<file path="src/rtl/mpeg2_seq_ctrl_if.sv">
// rtl/mpeg2_seq_ctrl_if.sv - pixel source stream and mpeg2encoder core bundle for the sequencer
interface mpeg2_seq_ctrl_if;
  logic        s_valid;
  logic        s_ready;
  logic [63:0] s_data;
  logic        enc_rstn;
  logic [6:0]  enc_xsize16;
  logic [6:0]  enc_ysize16;
  logic        enc_i_en;
  logic [63:0] enc_i_data;
  logic        enc_seq_stop;
  logic        enc_seq_busy;

  // slave: the sequencer; master: pixel source plus encoder core around it
  modport slave (
    input  s_valid, s_data, enc_seq_busy,
    output s_ready, enc_rstn, enc_xsize16, enc_ysize16, enc_i_en, enc_i_data, enc_seq_stop
  );
  modport master (
    output s_valid, s_data, enc_seq_busy,
    input  s_ready, enc_rstn, enc_xsize16, enc_ysize16, enc_i_en, enc_i_data, enc_seq_stop
  );
endinterface

</file>
<file path="src/rtl/mpeg2_seq_ctrl.sv">
// rtl/mpeg2_seq_ctrl.sv - resets the mpeg2encoder core, feeds N frames of pixel beats, stops and drains it
module mpeg2_seq_ctrl #(
  parameter int RST_CYCLES = 16,
  parameter int DRAIN_MAX  = 1048576
) (
  input  logic        clk,
  input  logic        rstn,
  input  logic        cmd_start,
  input  logic        cmd_abort,
  input  logic [6:0]  cmd_xsize16,
  input  logic [6:0]  cmd_ysize16,
  input  logic [15:0] cmd_nframes,
  mpeg2_seq_ctrl_if.slave io,
  output logic        busy,
  output logic        done,
  output logic        err_cfg,
  output logic        err_timeout,
  output logic [15:0] frame_cnt
);
  localparam int RW = $clog2(RST_CYCLES + 1);
  localparam int DW = $clog2(DRAIN_MAX + 1);

  typedef enum logic [2:0] {IDLE, RST, FEED, STOP, DRAIN} state_t;
  state_t state, state_nx;

  logic [RW-1:0] rst_cnt;
  logic [DW-1:0] drain_cnt;
  logic [19:0]   beat_cnt;
  logic [19:0]   beats_m1;
  logic [15:0]   nframes;
  logic [6:0]    xsize_q, ysize_q;
  logic          enc_rstn_q, enc_i_en_q, enc_seq_stop_q;
  logic [63:0]   enc_i_data_q;

  logic cfg_ok, accept, last_beat, last_frame, rst_end, drain_ok, drain_to, s_ready_c;

  always_ff @(posedge clk or negedge rstn) begin
    if (!rstn) state <= IDLE;
    else       state <= state_nx;
  end

  always_comb begin
    state_nx   = state;
    s_ready_c  = (state == FEED);
    busy       = (state != IDLE);
    cfg_ok     = (cmd_xsize16 != 7'd0) && (cmd_ysize16 != 7'd0) && (cmd_nframes != 16'd0);
    accept     = (state == FEED) && io.s_valid;
    last_beat  = (beat_cnt == beats_m1);
    last_frame = (frame_cnt == nframes - 16'd1);
    rst_end    = (rst_cnt == RW'(RST_CYCLES - 1));
    // The first two drain cycles are skipped: the core needs time to raise busy after stop.
    drain_ok   = (drain_cnt > DW'(1)) && !io.enc_seq_busy;
    drain_to   = !drain_ok && (drain_cnt == DW'(DRAIN_MAX - 1));
    case (state)
      IDLE:    if (cmd_start && cfg_ok) state_nx = RST;
      RST:     if (cmd_abort) state_nx = IDLE;
               else if (rst_end) state_nx = FEED;
      FEED:    if (cmd_abort || (accept && last_beat && last_frame)) state_nx = STOP;
      STOP:    state_nx = DRAIN;
      DRAIN:   if (drain_ok || drain_to) state_nx = IDLE;
      default: state_nx = IDLE;
    endcase
  end

  always_ff @(posedge clk or negedge rstn) begin
    if (!rstn) begin
      rst_cnt        <= '0;
      drain_cnt      <= '0;
      beat_cnt       <= '0;
      beats_m1       <= '0;
      nframes        <= '0;
      xsize_q        <= '0;
      ysize_q        <= '0;
      frame_cnt      <= '0;
      enc_rstn_q     <= 1'b0;
      enc_i_en_q     <= 1'b0;
      enc_i_data_q   <= '0;
      enc_seq_stop_q <= 1'b0;
      done           <= 1'b0;
      err_cfg        <= 1'b0;
      err_timeout    <= 1'b0;
    end else begin
      done           <= 1'b0;
      enc_seq_stop_q <= 1'b0;
      enc_i_en_q     <= accept;
      if (accept) enc_i_data_q <= io.s_data;
      case (state)
        IDLE: begin
          if (cmd_start) begin
            if (!cfg_ok) begin
              err_cfg <= 1'b1;
              done    <= 1'b1;
            end else begin
              xsize_q     <= cmd_xsize16;
              ysize_q     <= cmd_ysize16;
              nframes     <= cmd_nframes;
              beats_m1    <= {14'(cmd_xsize16) * 14'(cmd_ysize16), 6'd0} - 20'd1;
              err_cfg     <= 1'b0;
              err_timeout <= 1'b0;
              frame_cnt   <= '0;
              beat_cnt    <= '0;
              rst_cnt     <= '0;
              enc_rstn_q  <= 1'b0;
            end
          end
        end
        RST: begin
          rst_cnt <= rst_cnt + RW'(1);
          if (cmd_abort)    done       <= 1'b1;
          else if (rst_end) enc_rstn_q <= 1'b1;
        end
        FEED: begin
          if (accept) begin
            if (last_beat) begin
              beat_cnt <= '0;
              if (frame_cnt != 16'hFFFF) frame_cnt <= frame_cnt + 16'd1;
            end else begin
              beat_cnt <= beat_cnt + 20'd1;
            end
          end
        end
        // Stop is registered here so it lands one cycle after the final enc_i_en.
        STOP: begin
          enc_seq_stop_q <= 1'b1;
          drain_cnt      <= '0;
        end
        DRAIN: begin
          drain_cnt <= drain_cnt + DW'(1);
          if (drain_ok) done <= 1'b1;
          else if (drain_to) begin
            done        <= 1'b1;
            err_timeout <= 1'b1;
          end
        end
        default: ;
      endcase
    end
  end

  assign io.s_ready      = s_ready_c;
  assign io.enc_rstn     = enc_rstn_q;
  assign io.enc_xsize16  = xsize_q;
  assign io.enc_ysize16  = ysize_q;
  assign io.enc_i_en     = enc_i_en_q;
  assign io.enc_i_data   = enc_i_data_q;
  assign io.enc_seq_stop = enc_seq_stop_q;
endmodule

</file>
<file path="src/flat_wrapper.sv">
// flat-port wrapper written by rule: the top's interface ports become plain ports
module mpeg2_seq_ctrl_flat 
#(
  parameter int RST_CYCLES = 16,
  parameter int DRAIN_MAX  = 1048576
)
  (clk, rstn, cmd_start, cmd_abort, cmd_xsize16, cmd_ysize16, cmd_nframes, busy, done, err_cfg, err_timeout, frame_cnt, io_s_valid, io_s_data, io_enc_seq_busy, io_s_ready, io_enc_rstn, io_enc_xsize16, io_enc_ysize16, io_enc_i_en, io_enc_i_data, io_enc_seq_stop);
  mpeg2_seq_ctrl_if io_i ();
  input  logic clk;
  input  logic rstn;
  input  logic cmd_start;
  input  logic cmd_abort;
  input  logic [6:0] cmd_xsize16;
  input  logic [6:0] cmd_ysize16;
  input  logic [15:0] cmd_nframes;
  output logic busy;
  output logic done;
  output logic err_cfg;
  output logic err_timeout;
  output logic [15:0] frame_cnt;
  input wire logic [$bits(io_i.s_valid)-1:0] io_s_valid;
  input wire logic [$bits(io_i.s_data)-1:0] io_s_data;
  input wire logic [$bits(io_i.enc_seq_busy)-1:0] io_enc_seq_busy;
  output wire logic [$bits(io_i.s_ready)-1:0] io_s_ready;
  output wire logic [$bits(io_i.enc_rstn)-1:0] io_enc_rstn;
  output wire logic [$bits(io_i.enc_xsize16)-1:0] io_enc_xsize16;
  output wire logic [$bits(io_i.enc_ysize16)-1:0] io_enc_ysize16;
  output wire logic [$bits(io_i.enc_i_en)-1:0] io_enc_i_en;
  output wire logic [$bits(io_i.enc_i_data)-1:0] io_enc_i_data;
  output wire logic [$bits(io_i.enc_seq_stop)-1:0] io_enc_seq_stop;
  assign io_i.s_valid = io_s_valid;
  assign io_i.s_data = io_s_data;
  assign io_i.enc_seq_busy = io_enc_seq_busy;
  assign io_s_ready = io_i.s_ready;
  assign io_enc_rstn = io_i.enc_rstn;
  assign io_enc_xsize16 = io_i.enc_xsize16;
  assign io_enc_ysize16 = io_i.enc_ysize16;
  assign io_enc_i_en = io_i.enc_i_en;
  assign io_enc_i_data = io_i.enc_i_data;
  assign io_enc_seq_stop = io_i.enc_seq_stop;
  mpeg2_seq_ctrl #(.RST_CYCLES(RST_CYCLES), .DRAIN_MAX(DRAIN_MAX)) u_core (.clk(clk), .rstn(rstn), .cmd_start(cmd_start), .cmd_abort(cmd_abort), .cmd_xsize16(cmd_xsize16), .cmd_ysize16(cmd_ysize16), .cmd_nframes(cmd_nframes), .io(io_i), .busy(busy), .done(done), .err_cfg(err_cfg), .err_timeout(err_timeout), .frame_cnt(frame_cnt));
endmodule
</file>
<file path="config.mk">
export PLATFORM = sky130hd
export DESIGN_NAME = mpeg2_seq_ctrl_flat
export DESIGN_NICKNAME = d
export VERILOG_FILES = /design/src/rtl/mpeg2_seq_ctrl_if.sv /design/src/rtl/mpeg2_seq_ctrl.sv /design/src/flat_wrapper.sv
export SDC_FILE = /design/constraint.sdc
export NUM_CORES = 1
export LEC_CHECK = 0
export BUFFER_PORTS_ARGS = -buffer_cell sky130_fd_sc_hd__buf_2
export CORE_MARGIN = 2
export CORE_UTILIZATION = 45
export CTS_BUF_LIST = sky130_fd_sc_hd__clkbuf_16
export CTS_CLUSTER_DIAMETER = 120
export DETAILED_ROUTE_END_ITERATION = 10
export GPL_ROUTABILITY_DRIVEN = 0
export MAX_ROUTING_LAYER = met4
export PLACE_DENSITY = 0.78
export SKIP_CTS_REPAIR_TIMING = 1
export SLEW_MARGIN = 40
export SYNTH_ARGS = -nofsm -noshare
export SYNTH_HDL_FRONTEND = slang
export SYNTH_SLANG_ARGS = --single-unit
</file>
<file path="constraint.sdc">
create_clock -name clk -period 7.22 [get_ports clk]
set_input_delay 0.361 -clock clk [delete_from_list [all_inputs] [get_ports clk]]
set_output_delay 0.361 -clock clk [all_outputs]
set_load 0.02 [all_outputs]
</file>
==> results of run 1 <==
-- routing by layer --
layer  routed length (um)  up-vias  part of all wire, %  track usage, %
li1                     -     3856                    -               -
met1                10180     3819                   44           25.74
met2                10960      238                   47           32.59
met3                 1554       34                  6.7           5.217
met4                  475        0                  2.0           6.834
met5                    0        -                    0               -
-- registers in the layout (all words and copies together) (netlist names), 7 cells and up --
signal	flops
u_core.io.enc_i_data	64
u_core.beats_m1	15
u_core.frame_cnt	16
u_core.io.enc_ysize16	7
u_core.nframes	16
u_core.drain_cnt	21
u_core.io.enc_xsize16	7
u_core.beat_cnt	20
-- placed cells by master, fill, tap and decap left out, types with 19 or more instances in the layout --
master / netlist / final
dfrtp_1: 180 / 180
buf_2: 0 / 200
nor2_1: 60 / 59
nand2_1: 165 / 164
nor3_1: 19 / 19
fa_1: 24 / 24
mux2_2: 65 / 65
inv_1: 38 / 38
xnor2_1: 50 / 50
nor4_1: 27 / 27
xor2_1: 31 / 31
nand3_1: 33 / 33
and2_1: 42 / 41
ha_1: 40 / 40
o21ai_0: 51 / 51
-- cell type report --
cell class,count,area [sq um]
antenna,2,5.005
clock buffer,17,425.4
clock inverter,15,160.2
fill,1878,9899
inverter,38,142.6
multi-input combinational,750,5284
sequential,180,4504
tap,280,350.3
timing repair buffer,205,1052
-- worst max-delay path by stage --
stage / to / slack [ns] / depth (start not counted)
finish: u_core.beats_m1[19] / 2.01 / 19
global route: u_core.beats_m1[19] / 1.70 / 19
CTS: u_core.beats_m1[19] / 2.01 / 19
detailed placement: u_core.beats_m1[19] / 1.56 / 19
global placement: u_core.beats_m1[19] / 1.62 / 19
floorplan: u_core.beats_m1[19] / 1.76 / 18
-- Yosys cell counts, types with 4 or more instances --
library cell	instances	area share [%]
or2_2	5	0.31
clkbuf_1	34	1.3
o21ai_0	51	2.5
or3_1	6	0.37
and2_1	42	2.6
inv_1	38	1.4
nor4_1	27	1.7
nand2_1	165	6.2
nand3_1	33	1.6
fa_1	24	4.8
nor2b_1	6	0.37
o211ai_1	6	0.45
nor3_1	19	0.95
a21o_1	5	0.37
o31ai_1	8	0.60
and3_1	16	1.0
mux2_2	65	7.3
a21oi_1	15	0.75
nand4_1	16	1.0
a31oi_1	7	0.44
nand2b_1	5	0.31
xor2_1	31	2.7
nor2_1	60	2.2
nor4b_1	4	0.35
xnor2_1	50	4.4
dfrtp_1	180	45
ha_1	40	5.0
-- cell families after synthesis --
kind of cell	after synthesis	synth area share (%)
flip-flops	180	44.89
AO/OA/AOI/OAI	116	7.395
multiplexers	68	7.594
AND/OR/NAND/NOR	421	20.46
adder cells (fa/ha/maj)	64	9.777
buffers and inverters	75	2.806
XOR/XNOR	81	7.071
-- power by group --
part	total, mW	internal (mW)	switching, mW
Sequential	1.56	1.34	0.219
Combinational	1.83	0.733	1.10
Clock	0.911	0.463	0.448
Total	4.30	2.53	1.77
-- worst max-delay path: stages --
cell and delay [ns]:
buf_2 0.15, and2_1 0.18, fa_1 0.53, inv_1 0.05, fa_1 0.48, inv_1 0.06
fa_1 0.53, inv_1 0.05, fa_1 0.52, inv_1 0.04, ha_1 0.36, a21o_1 0.21
or2_0 0.23, or3_1 0.37, a211oi_2 0.28, or4b_4 0.53, a2111oi_4 0.35, xnor2_1 0.17
o21ai_2 0.06
-- stage by stage --
stage | utilization [%] | area [sq um] | instances
after floorplan | - | 10030 | 1005
after detailed placement | 51.84 | 11310 | 1452
final | 54.64 | 11920 | 1487
after global placement | 51.74 | 11290 | 1452
after CTS | 54.52 | 11900 | 1484
after global routing | 54.64 | 11920 | 1487
==> run_results.csv, run 1 <==
group,metric,value,unit
global_routing,grt_overflow,0,
worst_setup_path,crit-reg2reg-capture,"u_core.beat_cnt[18]",
worst_setup_path,worst-path-max-fanout,9,
logic_synthesis,netlist_area,10030,sq um
clocking,numCtsBuffers,17,
routing,vias_per_cell,5.344,
timing,fin_ws,2.012,ns
placed_design,port_buffers,201,
worst_setup_path,arrival,5.51,ns
finish,drive_above_1_share,26.47,%
worst_setup_path,worstPathRequired,7.52,ns
floorplanning,fp-row-count,54,
clocking,clock_sinks,180,
timing,slew_violations,0,
logic_synthesis,ys_seq_elements,180,
floorplanning,core-area,21820,sq um
timing,rsz0062_at_grt,"no",
floorplanning,ios,202,
logic_synthesis,ys_types,56,
power,peakVddDrop,0.1945,mV
logic_synthesis,ys_seq_area_share,44.89,%
hold_path,holdPathEnd,"u_core.nframes[4]",
clocking,cts_tree,"yes",
logic_synthesis,synth_edf_count,0,
global_routing,grt_pass1_wl,38150,um
timing,worst_slew_pin_slew,0.7446,ns
hold_path,worstHoldPathCells,3,
placed_design,dp_hpwl,17390,um
routing,detail_route.wirelength,23180,um
placed_design,dp_slack,1.563,ns
worst_setup_path,endpoint_kind,"flop",
finish,nNetsFinal,1356,
routing,drtPass1Iterations,5,
timing,slew_headroom,50.20,%
routing,ant_nets,0,
clocking,htreeDepth,4,
floorplanning,dieHeight,153.3,um
worst_setup_path,startpoint,"cmd_xsize16[3]",
floorplanning,start_util,45.98,%
logic_synthesis,ys_warn_count,0,
routing,wl_per_cell,15.59,um
logic_synthesis,synth.avg_cell_area,9.983,sq um
clocking,ctsLongestPathBuffers,2,
hold_path,worstHoldStart,"cmd_nframes[4]",
worst_setup_path,startpoint_type,"input pin",
logic_synthesis,async_flop_share,100.0,%
worst_setup_path,crit_type,"input pin to flop",
timing,finClkSkew,0.01162,ns
global_routing,grt_max_degree,75,
hold_path,hp-class,"input pin to flop",
timing,final_hold_viol_count,0,
global_routing,grt_pass1_vias,7673,
power,p_leak,5.710,nW
timing,fin_tns_setup,0,ns
clocking,cts-root-buf,"clkbuf_16",
floorplanning,die_w,153.3,um
routing,drt_iter0_markers,533,
logic_synthesis,synthCells,1005,
global_routing,grt_usage,20.52,%
clocking,path_clk_slew,0.08,ns
worst_setup_path,r2r_slack,4.15,ns
logic_synthesis,yosys_most_used_dff,"dfrtp_1",
logic_synthesis,synth_fp_nets,1169,
routing,drcViolationCount,0,
worst_setup_path,worstReg2RegStart,"u_core.state[1]",
timing,fmax,0.1920,GHz
floorplanning,dieArea,23510,sq um
power,power_per_cell_area,360.8,nW/um^2
worst_setup_path,reg2reg_depth,8,
timing,finalCritPeriodShare,72.14,%
job,max-cap-violations,0,
global_routing,antenna_found_initial,2,
run_status,status,"completed",
timing,whs,0.1292,ns
power,p_total,4.303,mW
routing,via_count,7947,
clocking,worstSkewPairLatency,0.44,ns
timing,setup_viol,0,
finish,syn2layout_area_growth,18.84,%
timing,min_period,5.208,ns
Power figures use the tool's default switching activity.
==> run 2: changes to the inputs <==
--- a/config.mk
+++ b/config.mk
@@ -5,6 +5,7 @@
 export SDC_FILE = /design/constraint.sdc
 export NUM_CORES = 1
 export LEC_CHECK = 0
+export ABC_AREA = 1
 export BUFFER_PORTS_ARGS = -buffer_cell sky130_fd_sc_hd__buf_2
 export CORE_MARGIN = 2
 export CORE_UTILIZATION = 45
@@ -13,7 +14,7 @@
 export DETAILED_ROUTE_END_ITERATION = 10
 export GPL_ROUTABILITY_DRIVEN = 0
 export MAX_ROUTING_LAYER = met4
-export PLACE_DENSITY = 0.78
+export PLACE_DENSITY = 0.8
 export SKIP_CTS_REPAIR_TIMING = 1
 export SLEW_MARGIN = 40
 export SYNTH_ARGS = -nofsm -noshare
==> constraint.sdc (replaced) <==
create_clock -name clk -period 4.35 [get_ports clk]
set_input_delay 0.2175 -clock clk [delete_from_list [all_inputs] [get_ports clk]]
set_output_delay 0.2175 -clock clk [all_outputs]
set_load 0.02 [all_outputs]
==> run 2 against run 1 <==
Hold slack lost 0.14 ns. Via count grew 32%. The run now ends with negative hold slack left. Area after synthesis grew 12%. Critical path depth grew 1. Largest cell class unchanged.
==> run_results.csv, run 2 <==
group,metric,value,unit
clocking,ctsLongestPathBuffers,2,
placed_design,placed_cells_incl_taps,1983,
worst_setup_path,critical_path_cell_count,20,
worst_setup_path,slowest_stage,"fa_1",
routing,via_count,10510,
power,p_clk_share,20.2,%
timing,finalCritPeriodShare,90.51,%
job,max-cap-violations,0,
worst_setup_path,cp_common_cell,"nand2_1",
logic_synthesis,ys_types,47,
clocking,cts-root-buf,"clkbuf_16",
power,p_seq_share,34.9,%
clocking,worstSkewPairLatency,0.43,ns
run_status,status,"finished with violations",
logic_synthesis,async_flop_share,100.0,%
timing,worst_slew_pin_slew,0.7449,ns
logic_synthesis,yosys_most_used_dff,"dfrtp_1",
logic_synthesis,ys_seq_area_share,40.25,%
logic_synthesis,synthCells,1489,
worst_setup_path,cp_slowest_stage_delay,0.54,ns
timing,whs,-0.007119,ns
run_status,violations,"negative hold slack",
power,internal_power,4.069,mW
timing,fin_tns_setup,0,ns
timing,fin_ws,0.4127,ns
finish,final_common_cell,"nand2_1",
routing,drtPass1Iterations,5,
routing,detail_route.wirelength,27990,um
timing,min_period,3.937,ns
placed_design,dp_slack,-0.001937,ns
global_routing,antenna_found_initial,0,
global_routing,grt_pass1_vias,9762,
logic_synthesis,ys_warn_count,0,
clocking,numCtsBuffers,17,
routing,ant_nets,0,
finish,drive_above_1_share,18.81,%
timing,final_hold_viol_count,4,
floorplanning,start_util,45.88,%
finish,final_cell_mix,"nand2_1 (529), buf_2 (200), dfrtp_1 (180)",
floorplanning,fp-row-count,57,
logic_synthesis,synth_area_leaders,"dfrtp_1 (40%), nand2_1 (18%), inv_1 (5.8%)",
finish,largest_reg_flops,64,
worst_setup_path,crit_type,"input pin to flop",
power,pwr-share-comb,44.9,%
worst_setup_path,worstPathRequired,4.66,ns
worst_setup_path,startpoint_type,"input pin",
hold_path,worstHoldPathCells,3,
worst_setup_path,arrival,4.25,ns
timing,slew_headroom,50.27,%
worst_setup_path,crit_buf_inv,4,
finish,fin_util,55.41,%
placed_design,dpl_cell_area,12520,sq um
hold_path,hp-class,"input pin to flop",
clocking,htreeDepth,4,
finish,finalInstanceArea,13510,sq um
floorplanning,core-area,24390,sq um
finish,final_cell_count_no_fill,2057,
timing,rsz0062_at_grt,"no",
routing,vias_per_cell,5.107,
finish,multi_input_area,5747,sq um
global_routing,grt_overflow,0,
routing,wl_per_cell,13.61,um
worst_setup_path,critical-path-top-delay-family,"adder cells",
worst_setup_path,path_cells,"buf_2, nand2_1, fa_1, fa_1, inv_1, fa_1, inv_1, fa_1, inv_1, ha_1, a21oi_1, nor2_1, nor2_1, nand2_1, nand2_1, nand2_1, xnor2_1, nand4_1, nand3_1, nand2_1",
worst_setup_path,worstReg2RegStart,"u_core.state[0]",
floorplanning,ios,202,
power,switchingPower,3.248,mW
floorplanning,dieArea,26150,sq um
routing,drcViolationCount,0,
logic_synthesis,synth_edf_count,0,
finish,ff_latch_area,4504,sq um
logic_synthesis,synth.avg_cell_area,7.516,sq um
placed_design,dp_hpwl,20200,um
timing,setup_viol,0,
timing,finClkSkew,0.01039,ns
logic_synthesis,ys_seq_elements,180,
clocking,path_clk_slew,0.07,ns
power,peakVddDrop,0.2917,mV
power,power_per_cell_area,541.4,nW/um^2
placed_design,port_buffers,201,
routing,drt_iter0_markers,696,
finish,fillers,2201,
clocking,cts_tree,"yes",
power,swShare,44.38,%
hold_path,worstHoldStart,"io_s_data[30]",
floorplanning,dieHeight,161.7,um
logic_synthesis,synth_fp_nets,1653,
worst_setup_path,worst-path-max-fanout,6,
logic_synthesis,yosys.area.top_type_share,40.25,%
finish,nNetsFinal,1884,
worst_setup_path,reg2reg_depth,12,
logic_synthesis,yosys.area.top_type,"dfrtp_1",
timing,fmax,0.2540,GHz
clocking,clock_sinks,180,
global_routing,grt_max_degree,94,
worst_setup_path,startpoint,"cmd_xsize16[0]",
floorplanning,die_w,161.7,um
global_routing,grt_usage,21.54,%
finish,diodes,0,
finish,syn2layout_area_growth,20.76,%
worst_setup_path,endpoint_kind,"flop",
logic_synthesis,synth_common_cells,"nand2_1 (530), dfrtp_1 (180), inv_1 (172), nor2_1 (106), nand3_1 (87)",
logic_synthesis,netlist_area,11190,sq um
global_routing,grt_pass1_wl,45070,um
timing,slew_violations,0,
power,p_leak,7.265,nW
logic_synthesis,post-synth-top-count-cell,"nand2_1",
[run 2: cell types whose count changed after synthesis, moves of 34 or more]
cell     delta
nand2_1   +365
mux2_2     -65
nand3_1    +54
nor2_1     +46
and2_1     -42
inv_1     +134
xnor2_1    -34
[run 2: cells by family after synthesis]
| group | after synthesis | share of synthesized area, % |
|---|---|---|
| mux | 4 | 0.3578 |
| buf+inv | 236 | 8.419 |
| flops | 180 | 40.25 |
| simple gates | 842 | 32.59 |
| fa+ha+maj | 64 | 8.766 |
| xor+xnor | 41 | 3.209 |
| compound gates | 122 | 6.407 |
[run 2: per-layer routing]
layer  track usage [%]  share of wire [%]
met1             26.22                 42
met2             36.34                 49
met3             3.447                5.6
met4             8.085                2.9
met5                 -                  0
[run 2: power by group through the flow]
stage                     Clock, mW  Combinational, mW  Sequential (mW)
final                          1.47               3.29             2.55
after global routing           1.58               3.70             2.62
after CTS                      1.51               3.26             2.55
after detailed placement          0               3.24             2.57
after global placement            0               3.16             2.55
after floorplan                   0               1.93             2.96
[run 2: final timing paths]
check | to | slack, ns
worst min-delay path | u_core.io.enc_i_data[30] | -0.007
max in group asynchronous | u_core.beats_m1[6] | 3.01
worst min register to register | u_core.io.enc_i_data[10] | 0.48
worst max register to register | u_core.frame_cnt[12] | 1.61
min in group asynchronous | u_core.frame_cnt[1] | 0.41
worst max-delay path | u_core.beats_m1[19] | 0.41
[run 2: metrics by stage]
stage	power (mW)	hold slack (ns)
after detailed placement	5.813	0.3423
after CTS	7.325	-0.1187
after global routing	7.903	0.003941
after global placement	5.712	0.3367
after floorplan	4.892	-0.07809
final	7.317	-0.007119
[run 2: worst reg2reg max path, delay by kind of cell (launching register included)]
family | cells | cell delay (ns)
and+or+nand+nor | 8 | 1.83
buffers and inverters | 3 | 0.32
DFF | 1 | 0.40
AOI/OAI and AO/OA | 1 | 0.06
[run 2: layout make-up]
type	count	share of cell area (%)
Multi-Input combinational cell	1073	42.52
Sequential cell	180	33.33
Timing Repair Buffer	262	11.77
Inverter	186	5.185
Clock buffer	17	3.148
Tap cell	324	3.000
Clock inverter	15	1.046
